File: config.mk
export PLATFORM = sky130hd
export DESIGN_NAME = hack_rr_arbiter8_way16
export DESIGN_NICKNAME = d
export VERILOG_FILES = /design/src/rtl/hack_arb_pkg.sv /design/src/rtl/hack_mux8_way16.sv /design/src/rtl/hack_rr_pick8.sv /design/src/rtl/hack_rr_arbiter8_way16.sv
export SDC_FILE = /design/constraint.sdc
export NUM_CORES = 1
export LEC_CHECK = 0
export ABC_AREA = 1
export BUFFER_PORTS_ARGS = -buffer_cell sky130_fd_sc_hd__buf_2
export CELL_PAD_IN_SITES_DETAIL_PLACEMENT = 1
export CELL_PAD_IN_SITES_GLOBAL_PLACEMENT = 1
export CORE_UTILIZATION = 28
export DETAILED_ROUTE_END_ITERATION = 10
export HOLD_SLACK_MARGIN = 0.03
export PLACE_DENSITY_LB_ADDON = 0.1
export SLEW_MARGIN = 5
export SYNTH_ARGS = -nofsm -noshare
export SYNTH_HDL_FRONTEND = slang
export SYNTH_SLANG_ARGS = --single-unit
File: constraint.sdc
create_clock -name clk -period 6.7 [get_ports clk]
set_input_delay 0.67 -clock clk [delete_from_list [all_inputs] [get_ports clk]]
set_output_delay 0.67 -clock clk [all_outputs]
set_load 0.005 [all_outputs]
File: src/rtl/hack_arb_pkg.sv
// Shared types, sizes and helpers for the 8-way round-robin arbiter slice.
// Optional burst limiting is enabled with the HACK_ARB_BURST_LIMIT_EN macro.
package hack_arb_pkg;

  localparam int N_SRC  = 8;
  localparam int SEL_W  = 3;
  localparam int DATA_W = 16;

  typedef enum logic {
    ST_IDLE  = 1'b0,
    ST_GRANT = 1'b1
  } state_t;

  function automatic logic [N_SRC-1:0] onehot8(input logic [SEL_W-1:0] sel);
    onehot8      = '0;
    onehot8[sel] = 1'b1;
  endfunction

endpackage

File: src/rtl/hack_mux8_way16.sv
// 8-input, 16-bit datapath mux steered by the arbiter's registered select.
module hack_mux8_way16
  import hack_arb_pkg::*;
(
  input  logic [DATA_W-1:0] a,
  input  logic [DATA_W-1:0] b,
  input  logic [DATA_W-1:0] c,
  input  logic [DATA_W-1:0] d,
  input  logic [DATA_W-1:0] e,
  input  logic [DATA_W-1:0] f,
  input  logic [DATA_W-1:0] g,
  input  logic [DATA_W-1:0] h,
  input  logic [SEL_W-1:0]  sel,
  output logic [DATA_W-1:0] out
);

  always_comb begin
    out = a;
    case (sel)
      3'd0: out = a;
      3'd1: out = b;
      3'd2: out = c;
      3'd3: out = d;
      3'd4: out = e;
      3'd5: out = f;
      3'd6: out = g;
      3'd7: out = h;
      default: out = a;
    endcase
  end

endmodule

File: src/rtl/hack_rr_pick8.sv
// Combinational round-robin picker: first set request at or after ptr, wrapping 7->0.
module hack_rr_pick8
  import hack_arb_pkg::*;
(
  input  logic [N_SRC-1:0] req,
  input  logic [SEL_W-1:0] ptr,
  output logic             found,
  output logic [SEL_W-1:0] idx
);

  logic [2*N_SRC-1:0] dbl;
  logic [N_SRC-1:0]   rot;
  logic [SEL_W-1:0]   off;

  // Rotate so ptr lands at bit 0, encode the lowest set bit, then rotate the index back.
  assign dbl = {req, req} >> ptr;
  assign rot = dbl[N_SRC-1:0];

  always_comb begin
    off = '0;
    for (int i = N_SRC - 1; i >= 0; i--) begin
      if (rot[i]) off = SEL_W'(i);
    end
  end

  assign found = |req;
  assign idx   = ptr + off;

endmodule

File: src/rtl/hack_rr_arbiter8_way16.sv
// Round-robin arbiter owning one 16-bit 8:1 mux; registered one-hot grant and select.
// Define HACK_ARB_BURST_LIMIT_EN to force rotation after MAX_BURST cycles of tenure.
module hack_rr_arbiter8_way16
  import hack_arb_pkg::*;
#(
  parameter int MAX_BURST = 16
) (
  input  logic              clk,
  input  logic              rst,
  input  logic [N_SRC-1:0]  req,
  input  logic [DATA_W-1:0] a,
  input  logic [DATA_W-1:0] b,
  input  logic [DATA_W-1:0] c,
  input  logic [DATA_W-1:0] d,
  input  logic [DATA_W-1:0] e,
  input  logic [DATA_W-1:0] f,
  input  logic [DATA_W-1:0] g,
  input  logic [DATA_W-1:0] h,
  output logic [N_SRC-1:0]  gnt,
  output logic [SEL_W-1:0]  sel,
  output logic [DATA_W-1:0] out,
  output logic              out_valid
);

  if (MAX_BURST < 1 || MAX_BURST > 255) begin : g_bad_burst
    $error("hack_rr_arbiter8_way16: MAX_BURST must be within 1..255");
  end

  state_t           state;
  logic [SEL_W-1:0] ptr;
  logic [N_SRC-1:0] pick_req;
  logic             found;
  logic [SEL_W-1:0] pick;
  logic             rotate;

  // The owner is masked out while granted so a preemption never re-picks it.
  always_comb begin
    pick_req = req;
    if (state == ST_GRANT) pick_req = req & ~onehot8(sel);
  end

`ifdef HACK_ARB_BURST_LIMIT_EN
  logic [7:0] cnt;
  logic       burst_hit;

  assign burst_hit = (cnt == 8'(MAX_BURST)) && (|pick_req);
  assign rotate    = !req[sel] || burst_hit;
`else
  assign rotate    = !req[sel];
`endif

  hack_rr_pick8 u_pick (
    .req   (pick_req),
    .ptr   (ptr),
    .found (found),
    .idx   (pick)
  );

  // Arbiter FSM: a release or preemption hands over directly to the next owner with no idle cycle.
  always_ff @(posedge clk) begin
    if (rst) begin
      state <= ST_IDLE;
      gnt   <= '0;
      sel   <= '0;
      ptr   <= '0;
`ifdef HACK_ARB_BURST_LIMIT_EN
      cnt   <= '0;
`endif
    end else begin
      case (state)
        ST_IDLE: begin
          if (found) begin
            gnt   <= onehot8(pick);
            sel   <= pick;
            ptr   <= pick + 3'd1;
            state <= ST_GRANT;
`ifdef HACK_ARB_BURST_LIMIT_EN
            cnt   <= 8'd1;
`endif
          end
        end
        ST_GRANT: begin
          if (rotate) begin
            if (found) begin
              gnt <= onehot8(pick);
              sel <= pick;
              ptr <= pick + 3'd1;
`ifdef HACK_ARB_BURST_LIMIT_EN
              cnt <= 8'd1;
`endif
            end else begin
              gnt   <= '0;
              state <= ST_IDLE;
            end
          end else begin
`ifdef HACK_ARB_BURST_LIMIT_EN
            if (cnt != 8'(MAX_BURST)) cnt <= cnt + 8'd1;
`endif
          end
        end
        default: state <= ST_IDLE;
      endcase
    end
  end

  assign out_valid = |gnt;

  hack_mux8_way16 u_mux (
    .a   (a),
    .b   (b),
    .c   (c),
    .d   (d),
    .e   (e),
    .f   (f),
    .g   (g),
    .h   (h),
    .sel (sel),
    .out (out)
  );

endmodule
==> impl_metrics.ini <==
[place]
numPortBuffers = 165
gp_congestion = 0.8288
place_hpwl_mm = 8.239
place_inst = 611

[floorplanning]
core_sq_mm = 0.007807
die_area_sq_mm = 0.008534
top_level_ports = 166
die_w_microns = 92.38
fp.dieH_microns = 92.38
num_rows = 32
initial_core_util_pct = 29.29

[cts]
cts_resized = 0
postCtsHoldBufs = 0
post_cts_buffers = 0
cts_root_buffer = clkbuf_8
htreeDepth = 1
tritoncts = built
clk_pin_slew_ps = 60
clk_path_buf_depth = 2
cts_buffers = 3
worstSkewPairLatency_ps = 250
cts.sink_count = 15

[worst_setup_path]
cp_data_arrival_time_ps = 4130
worstSetupEndpointType = register
reg2reg_from = sel[0]
path_max_fanout = 22
path_class = reg -> reg
worstRegToRegCells = 17
crit_chain = inv_2, nand4_1, nand3_1, nand3_1, nand3_1, nand2_1, a31oi_1, o21ai_0, nand2_1, a21boi_0, ha_1, inv_1, fa_1, inv_1, ha_1, o21ai_1, a21oi_1
cp_slowest_stage_delay_ps = 810
critical-path-slowest-cell = dfxtp_1
path_buf_inv = 3
critical_path.top_delay_family = adder cells
ff2ff_setup_slack_ps = 2700
cpMostUsedCell = nand3_1
crit_required_ps = 6830
worst_r2r_endpoint = ptr[1]
worstSetupStartpointType = register

[yosys]
syn-num-nets = 504
syn_avg_cell_area_sq_um = 6.301
yosysWarnings = 0
yosysSeqAreaShare_pct = 13.13
synthesis.area_sq_mm = 0.002287
synth-edff-count = 0
ys.flop_type = dfxtp_1
synth_seq_cells = 15
synthDistinctLibCells = 39
syn_inst = 363
async_flop_share_pct = 0

[finish]
final_cell_mix = buf_2, nand3_1, inv_1
final_core_util_pct = 40.79
final_common_cell = buf_2
drive_above_1_share_pct = 39.77
final_nets = 655
multiInputGateArea_sq_mm = 0.001670
syn_to_final_growth_pct = 39.22
num-fill-cells = 1111
seq_area_sq_um = 300.3
instances_no_fill = 617

[power]
p_per_area_mw_per_mm2 = 410.1
ir_drop_uv = 149.3
power_leakage_nw = 1.646

[timing]
hold_violations = 0
period_share_pct = 59.68
post-route-min-period_ps = 3999
rsz0062_at_grt = false
tns_ps = 0
finalMaxSlewViolations = 0
maxSlewHeadroom_pct = 41.89
timing.fmax_mhz = 250.1
clock_skew_ps = 3.445
worst_pin_slew_ps = 869.2
final-setup-viol-count = 0
hold_slack_ps = 489.6

[routing]
post_drt_wl_per_cell_microns = 16.37
antenna_left = 0
wl_mm = 10.10
vias = 3298
via_per_inst = 5.345
first_pass_iters = 4
drc = 0
dr.first_iter.drc_count = 56

[global_route]
grt.overflow.total = 0
antenna_found_initial = 1
grt_pass1_wl_mm = 16.33
first_global_vias = 3389
grt.total_usage_pct = 23.98
grt_max_degree = 27

[run]
max-cap-violations = 0

[hold_path]
holdPathEnd = gnt[3]
hold_start = gnt[3]
hp-class = reg -> reg
whs_path_depth = 2

[outcome]
outcome = finished clean
[layout make-up]
type	instances	area share [%]
multi-input cells	275	52.46
repair buffers	167	26.40
flip-flops and latches	15	9.430
inverters	52	6.130
well taps	102	4.008
clock buffers	4	1.415
diodes	2	0.1572
[worst reg2reg max path, delay by kind of cell (launching register included)]
| kind | cells | cell delay (ps) |
|---|---|---|
| flops | 1 | 810 |
| simple gates | 6 | 790 |
| compound gates | 5 | 590 |
| buf+inv | 3 | 610 |
| fa+ha+maj | 3 | 1100 |
[routing by layer]
metal  GRT usage, %  share of wire (%)  vias to the layer above
li1               -                  -                     1613
met1          27.60                 43                     1546
met2          44.38                 50                      116
met3          4.187                4.5                       23
met4          7.682                2.6                        0
met5              0                  0                        -
[cells in the mapped netlist, drive strengths merged, types with 10 or more instances]
master  instances  area share [%]
nand3          99              23
inv            51             8.4
nand2          50             9.8
a221oi         30              11
nor2           27             6.5
o21ai          21             4.8
dfxtp          15              13
a21oi          13             2.8
clkbuf         11             1.8
nand4          11             5.0
buf            10             3.5
[registers in the layout, indices dropped and copies added, names as in the netlist]
signal	count
state	1
ptr	3
sel	3
gnt	8
[worst max path at each step]
stage | from | to | slack (ps) | depth (start not counted)
floorplan | sel[1] | ptr[2] | 3800 | 23
global route | sel[0] | ptr[2] | 2280 | 20
CTS | sel[0] | ptr[1] | 2680 | 17
detailed placement | sel[0] | ptr[1] | 2730 | 17
global placement | sel[0] | ptr[1] | 2930 | 17
finish | sel[0] | ptr[1] | 2700 | 17
[stage by stage]
step	worst slack (ps)	instance area [sq um]	power [mW]
2_1_floorplan	3796	2287	0.9191
3_3_place_gp	2929	3134	1.211
3_5_place_dp	2726	3134	1.238
4_1_cts	2678	3179	1.323
5_1_grt	2284	3182	1.447
6_report	2701	3184	1.306
[power breakdown]
group | leakage [nW] | switching (mW) | internal (mW)
logic | 1.50 | 0.653 | 0.396
clock network | 0.0228 | 0.0314 | 0.0422
registers | 0.123 | 0.0611 | 0.123
[cells by family (layout without fill, tap and decap cells)]
group,Yosys count,in the layout,share of synthesized area [%]
xor gates and xnor gates,1,1,0.3830
AOI/OAI and AO/OA,77,77,23.58
DFF,15,15,13.13
adders and majority gates,3,3,1.969
and+or+nand+nor,194,194,47.10
other,0,2,0
buffers and inverters,73,223,13.84
Note: power is estimated with default switching activity, not from simulation.
